[src/rtl/decode_stage_hz.sv]
// DLX decode stage: IF/ID and ID/EX registers plus a bypassed register file. Results appear one edge after IF/ID.
// A load-use hazard holds IF/ID and puts a bubble into ID/EX for one cycle. External stall holds both registers.
module decode_stage_hz #(
  parameter int DATA_W   = 32,
  parameter int REG_AW   = 5,
  parameter int IMM_W    = 16,
  parameter int OP_W     = 6,
  parameter int ZERO_REG = 1
) (
  input  logic              clk,
  input  logic              reset,
  input  logic              stall,
  input  logic              flush,
  input  logic              if_valid,
  input  logic [OP_W-1:0]   if_opcode,
  input  logic [OP_W-1:0]   if_funct,
  input  logic [REG_AW-1:0] if_rs1,
  input  logic [REG_AW-1:0] if_rs2,
  input  logic [REG_AW-1:0] if_rd,
  input  logic [IMM_W-1:0]  if_imm,
  input  logic [31:0]       if_pc4,
  input  logic              wb_we,
  input  logic [REG_AW-1:0] wb_addr,
  input  logic [DATA_W-1:0] wb_data,
  input  logic              ex_mem_read,
  output logic              hazard_stall,
  output logic              id_valid,
  output logic              ex_valid,
  output logic [OP_W-1:0]   ex_opcode,
  output logic [OP_W-1:0]   ex_funct,
  output logic [REG_AW-1:0] ex_rs1,
  output logic [REG_AW-1:0] ex_rs2,
  output logic [REG_AW-1:0] ex_rd,
  output logic [IMM_W-1:0]  ex_imm,
  output logic [31:0]       ex_pc4,
  output logic [DATA_W-1:0] ex_a,
  output logic [DATA_W-1:0] ex_b
);

  localparam int NREG = 1 << REG_AW;
  localparam bit ZR   = (ZERO_REG != 0);

  typedef struct packed {
    logic [OP_W-1:0]   opcode;
    logic [OP_W-1:0]   funct;
    logic [REG_AW-1:0] rs1;
    logic [REG_AW-1:0] rs2;
    logic [REG_AW-1:0] rd;
    logic [IMM_W-1:0]  imm;
    logic [31:0]       pc4;
  } instr_t;

  logic [DATA_W-1:0] rf [NREG];
  instr_t            if_instr;
  instr_t            id_q;
  instr_t            ex_q;
  logic [DATA_W-1:0] ex_a_q;
  logic [DATA_W-1:0] ex_b_q;
  logic [DATA_W-1:0] rd_a;
  logic [DATA_W-1:0] rd_b;
  logic              load_use;

  assign if_instr = '{opcode: if_opcode, funct: if_funct, rs1: if_rs1, rs2: if_rs2,
                      rd: if_rd, imm: if_imm, pc4: if_pc4};

  always_comb begin
    load_use = id_valid && ex_valid && ex_mem_read &&
               !(ZR && ex_q.rd == '0) &&
               (ex_q.rd == id_q.rs1 || ex_q.rd == id_q.rs2);
  end

  assign hazard_stall = load_use && !flush && !reset;

  // Writeback data is forwarded so an instruction never reads a stale value in the write cycle.
  always_comb begin
    rd_a = rf[id_q.rs1];
    if (wb_we && wb_addr == id_q.rs1) rd_a = wb_data;
    if (ZR && id_q.rs1 == '0) rd_a = '0;
    rd_b = rf[id_q.rs2];
    if (wb_we && wb_addr == id_q.rs2) rd_b = wb_data;
    if (ZR && id_q.rs2 == '0) rd_b = '0;
  end

  always_ff @(posedge clk) begin
    if (reset) begin
      for (int i = 0; i < NREG; i++) rf[i] <= '0;
    end else if (wb_we && !(ZR && wb_addr == '0)) begin
      rf[wb_addr] <= wb_data;
    end
  end

  always_ff @(posedge clk) begin
    if (reset) begin
      id_valid <= 1'b0;
      id_q     <= '0;
    end else if (flush) begin
      id_valid <= 1'b0;
    end else if (!stall && !load_use) begin
      id_valid <= if_valid;
      id_q     <= if_instr;
    end
  end

  // A bubble only clears the valid bit; the held fields are harmless once invalid.
  always_ff @(posedge clk) begin
    if (reset) begin
      ex_valid <= 1'b0;
      ex_q     <= '0;
      ex_a_q   <= '0;
      ex_b_q   <= '0;
    end else if (flush) begin
      ex_valid <= 1'b0;
    end else if (!stall) begin
      if (load_use) begin
        ex_valid <= 1'b0;
      end else begin
        ex_valid <= id_valid;
        ex_q     <= id_q;
        ex_a_q   <= rd_a;
        ex_b_q   <= rd_b;
      end
    end
  end

  assign ex_opcode = ex_q.opcode;
  assign ex_funct  = ex_q.funct;
  assign ex_rs1    = ex_q.rs1;
  assign ex_rs2    = ex_q.rs2;
  assign ex_rd     = ex_q.rd;
  assign ex_imm    = ex_q.imm;
  assign ex_pc4    = ex_q.pc4;
  assign ex_a      = ex_a_q;
  assign ex_b      = ex_b_q;

endmodule

[config.mk]
export PLATFORM = sky130hd
export DESIGN_NAME = decode_stage_hz
export DESIGN_NICKNAME = d
export VERILOG_FILES = /design/src/rtl/decode_stage_hz.sv
export SDC_FILE = /design/constraint.sdc
export NUM_CORES = 2
export LEC_CHECK = 0
export CAP_MARGIN = 15
export CORE_MARGIN = 4
export CORE_UTILIZATION = 40
export CTS_CLUSTER_DIAMETER = 40
export CTS_CLUSTER_SIZE = 30
export DETAILED_ROUTE_END_ITERATION = 10
export PLACE_DENSITY = 0.61
export SKIP_CTS_REPAIR_TIMING = 1
export SYNTH_ARGS = -nofsm -noshare
export SYNTH_HDL_FRONTEND = slang
export SYNTH_SLANG_ARGS = --single-unit
[constraint.sdc]
create_clock -name clk -period 6.1 [get_ports clk]
set_input_delay 1.525 -clock clk [delete_from_list [all_inputs] [get_ports clk]]
set_output_delay 1.525 -clock clk [all_outputs]
set_load 0.02 [all_outputs]
### After elaboration in Yosys (flattened, before gate mapping)

Memory sizes are Yosys's and may differ from the RTL's. A register that Yosys moved wholly into a read port is not among the register bits.
Cells that the tools add are included.

| storage, ports and cells | value |
|---|---|
| register bits | 216 |
| bits in latches | 0 |
| bits in writable memories | 1024 |
| bits in read-only memories | 0 |
| input bits | 119 |
| output and inout port bits | 142 |
| word-level logic and storage cells | 68 |
| memories kept | 1 |

| operators by class | value |
|---|---|
| add/sub/neg operators | 0 |
| $mul | 0 |
| divide/modulo/power cells | 0 |
| $lt $le $gt $ge | 0 |
| eq/ne operators | 4 |
| shift operators | 0 |
| muxes and demuxes | 17 |
| bitwise operators | 3 |
| reduce and logical (&&, ||, !) cells | 25 |

Memories:

| name | words | width | rd ports | clocked after Yosys merged registers in | write ports | line | source |
|---|---|---|---|---|---|---|---|
| rf | 32 | 32 | 2 | 2 | 32 | 53 | `logic [DATA_W-1:0] rf [NREG];` |

Operators by type and width:

| cell | number |
|---|---|
| two-way mux 32 bit | 5 |
| OR reduction 32 bit | 1 |
| two-way mux 5 bit | 5 |
| equality test 5 bit | 4 |
| logical NOT 5 bit | 4 |
| logical AND 1 bit | 10 |
| two-way mux 1 bit | 7 |
| logical NOT 1 bit | 6 |
| inverter 1 bit | 3 |
| AND reduction 3 bit | 1 |
| AND reduction 2 bit | 1 |
| OR reduction 2 bit | 1 |
| logical OR 1 bit | 1 |

### Depth between registers and ports, before layout

| logic depth | value |
|---|---|
| depth in word-level cells | 9 |
| gate-level depth with buffers | 9 |
| mapped depth without buffers | 6 |

### Worst setup path before layout

No wires, ideal clock.

| timing path | value |
|---|---|
| path type | input to output |
| start point | input ex_mem_read |
| end point | output hazard_stall |
| data arrival time | 2.166 ns |
| required time | 4.575 ns |
| slack | 2.409 ns |
| stages on the path | 3 |
| buffers on the path | 0 |
| cell sequence | nand3_1 -> a21oi_1 -> and3_1 |

| between the ends | value |
|---|---|
| longest elaborated chain between the ends | 5 |

Ends and longest elaborated chain:

| element | line | source |
|---|---|---|
| from (decl) | 25 | `input logic ex_mem_read,` |
| logical AND 1 bit (2 in a row) | 67 | `load_use = id_valid && ex_valid && ex_mem_read &&` |
| logical AND 1 bit | 68 | `!(ZR && ex_q.rd == '0) &&` |
| logical AND 1 bit (2 in a row) | 72 | `assign hazard_stall = load_use && !flush && !reset;` |
| to (decl) | 26 | `output logic hazard_stall,` |

Every way passes these cells.

### Final worst setup path

Ends and elaborated chain as after synthesis.

==> impl_metrics.toml <==
[logic_synthesis]
seq_area_frac_synth_pct = 55.9
synth_enable_flop_cells = 1024
synth_cell_type_count = 38
synth_seq_cells = 1250
synth_area_um2 = 63100
avg_inst_size_synth_um2 = 13.6
yosys_warnings = 0
gate_count_post_synth = 4652
ys_async_sr_fraction_pct = 0
ys.flop_type = "sky130_fd_sc_hd__edfxtp_1"

[placement]
portBuffers = 260
dp.final_hpwl_mm = 124
finalWeightedCongestion = 0.822

[power]
seqPwrFrac_pct = 43.3
report.power.total_mw = 23.0
p_leak_nw = 24.6
p_sw_mw = 5.82
power_density_nw_per_um2 = 308
power.switching_fraction_pct = 25.3
p_int_mw = 17.2
comb_power_share_pct = 9.2
pwr-share-clk_pct = 47.5
power.ir.vdd_worst_uv = 313

[drt]
drt_drc_violations_left = 0
routedWlPerCell_um = 30.5
detailedRoute.firstIterationViolations = 5365
via_count = 42100
detail-route-antenna-nets = 0
routed_wirelength_mm = 214
first_pass_iters = 5
routed_via_density = 5.99

[floorplan]
floorplan.core_area_um2 = 157000
rows = 145
initial_core_util_pct = 40.3
chipHeight_um = 405
pin_count = 261
chipWidth_um = 405
die_area_um2 = 164000

[finish]
final_nets = 4912
final_layout_size_suffix_gt1_share_pct = 21.3
growth_of_design_area_from_synthesis_to_finish_pct = 18.2

[run_status]
status = "complete, no violations"

[grt]
grt_first_pass_wirelength_mm = 306
grt_max_degree = 151
via_count_of_the_first_global_routing_pass = 42100
grt_overflow = 0
initial_antenna_violation_count = 15
grtUsageTotal_pct = 25.9

[clocking]
insertion_delay_ns = 0.82
cts_num_sinks = 1250
tritoncts.num_buffers = 178
clock_tree_from_tritoncts = "yes"
cts-htree-levels = 4
cts.reportedPaths.clkPinSlew_ns = 0.06
cts.root.buffer_cell = "sky130_fd_sc_hd__clkbuf_16"
clock_tree.buffer_depth = 3

[setup_path]
worstSetupPathType = "primary input to output pin"
kind_of_end_point_of_the_critical_path = "output pin"
worst-endpoint-required_ns = 4.58
arrival_ns = 3.33
reg2reg_to = "ex_a[12]$_SDFFE_PP0P_"
cp_max_fo = 5
reg2reg_slack_ns = 2.74
rr_worst_depth = 6
worst_setup_path_start_kind = "primary input"

[sta]
final.setup.tns_ns = 0
fmax_ghz = 0.206
finalSetupViolCount = 0
final_hold_viol_count = 0
layout_min_cycle_time_ns = 4.86
rsz0062_at_grt = "false"
timing.slew.headroom_pct = 13.3
worst-slew-pin-transition_ns = 1.30
period_share_pct = 79.6
clock-skew-final_ns = 0.0240
report.final.slew_viol_count = 0

[min_path]
worst_hold_path_startpoint = "id_q[36]$_SDFFE_PP0P_"
min_delay_worst_endpoint = "ex_imm[4]$_SDFFE_PP0P_"
holdCritPathClass = "register to register"
hold_path_depth = 2

[job]
cap_violations = 0
-- synth_stat cells (all sizes together), types with 3 or more instances --
cell | number | area [um^2]
and2 | 997 | 6240
nand2 | 431 | 1620
or2 | 31 | 194
edfxtp | 1024 | 30700
xnor2 | 12 | 105
nand3b | 5 | 37.5
a21oi | 226 | 1130
nor2b | 3 | 18.8
and3 | 65 | 407
mux2i | 257 | 2570
xor2 | 8 | 70.1
dfxtp | 226 | 4520
nand2b | 3 | 18.8
o211ai | 64 | 480
mux4 | 448 | 10100
nand3 | 7 | 35.0
a32o | 64 | 641
buf | 170 | 965
mux2 | 64 | 721
o32a | 64 | 641
nor3 | 5 | 25.0
clkbuf | 300 | 1130
nor2 | 163 | 612
-- cell families after synthesis --
group	after synthesis	share of synthesized area, %
AOI/OAI and AO/OA	424	4.66
and+or+nand+nor	1718	14.7
muxes	769	21.2
DFF	1250	55.9
other	1	0.00594
xor gates and xnor gates	20	0.277
buffers and inverters	470	3.31
-- how the worst max path moves through the flow --
stage	to	cells after the start	startpoint
2_1_floorplan	hazard_stall	3	ex_mem_read
3_3_place_gp	ex_a[16]$_SDFFE_PP0P_	7	wb_addr[4]
3_5_place_dp	ex_a[16]$_SDFFE_PP0P_	7	wb_addr[4]
4_1_cts	hazard_stall	5	ex_mem_read
5_1_grt	hazard_stall	5	ex_mem_read
6_report	hazard_stall	5	ex_mem_read
-- cell usage in the layout, fill, tap and decap left out, drive strengths merged, types with 5 or more instances in the layout --
cell           instances
clkinv                52
nand3                  7
mux2                  64
clkdlybuf4s50        259
buf                  136
nand2                431
or2                   31
nor3                   5
edfxtp              1024
bufinv                23
xor2                   8
conb                  32
a32o                  64
nor2                 163
clkinvlp              22
a21oi                226
and3                  65
and2                 997
xnor2                 12
clkbuf               200
nand3b                 5
mux2i                257
diode                  9
inv                   46
o211ai                64
dfxtp                226
mux4                 448
o32a                  64
-- layer usage --
layer / global-route usage, % / wire length (um) / vias to the layer above
met5: 0 / 0 / -
met4: 10.8 / 9390 / 0
met3: 4.97 / 19100 / 434
met2: 41.6 / 102000 / 2244
met1: 34.6 / 84200 / 21800
li1: - / - / 17600
-- per-stage QoR --
stage	cells	utilization (%)	worst slack [ns]	instance area [um^2]	hold slack (ns)
2_1_floorplan	4683	-	2.41	63200	0.432
3_3_place_gp	6663	43.4	1.13	68000	0.435
3_5_place_dp	6664	43.5	1.06	68100	0.443
4_1_cts	7002	47.5	1.25	74400	0.445
5_1_grt	7013	47.6	1.14	74600	0.465
6_report	7018	47.7	1.24	74600	0.444
-- sequential cells by signal, summed over array words and instances (netlist names), named ones only --
name / flops
ex_a: 32
ex_b: 32
ex_funct: 6
ex_imm: 16
ex_opcode: 6
ex_pc4: 32
ex_rd: 5
ex_rs1: 5
ex_rs2: 5
ex_valid: 1
id_q: 75
id_valid: 1
rf: 1024
-- power by group through the flow --
stage | registers (mW) | logic [mW] | clock network, mW
after floorplan | 10.0 | 1.32 | 0
after global placement | 10.1 | 2.07 | 0
after detailed placement | 10.1 | 2.09 | 0
after CTS | 9.95 | 2.09 | 11.1
after global routing | 10.0 | 2.22 | 11.4
final | 9.96 | 2.11 | 10.9
-- area by class of cell --
type	instances	area, um^2
Fill cell	13500	82000
Sequential cell	1250	35300
Multi-Input combinational cell	2963	26200
Clock buffer	195	4600
Timing Repair Buffer	400	4170
Tap cell	2058	2570
Clock inverter	143	1760
Antenna cell	9	22.5
-- worst max-delay path: stages --
cell and delay (ns):
sky130_fd_sc_hd__clkdlybuf4s50_1 0.46, sky130_fd_sc_hd__nand3_1 0.08, sky130_fd_sc_hd__a21oi_1 0.42, sky130_fd_sc_hd__and3_1 0.25
sky130_fd_sc_hd__clkdlybuf4s50_1 0.60
(Power assumes the default switching activity.)
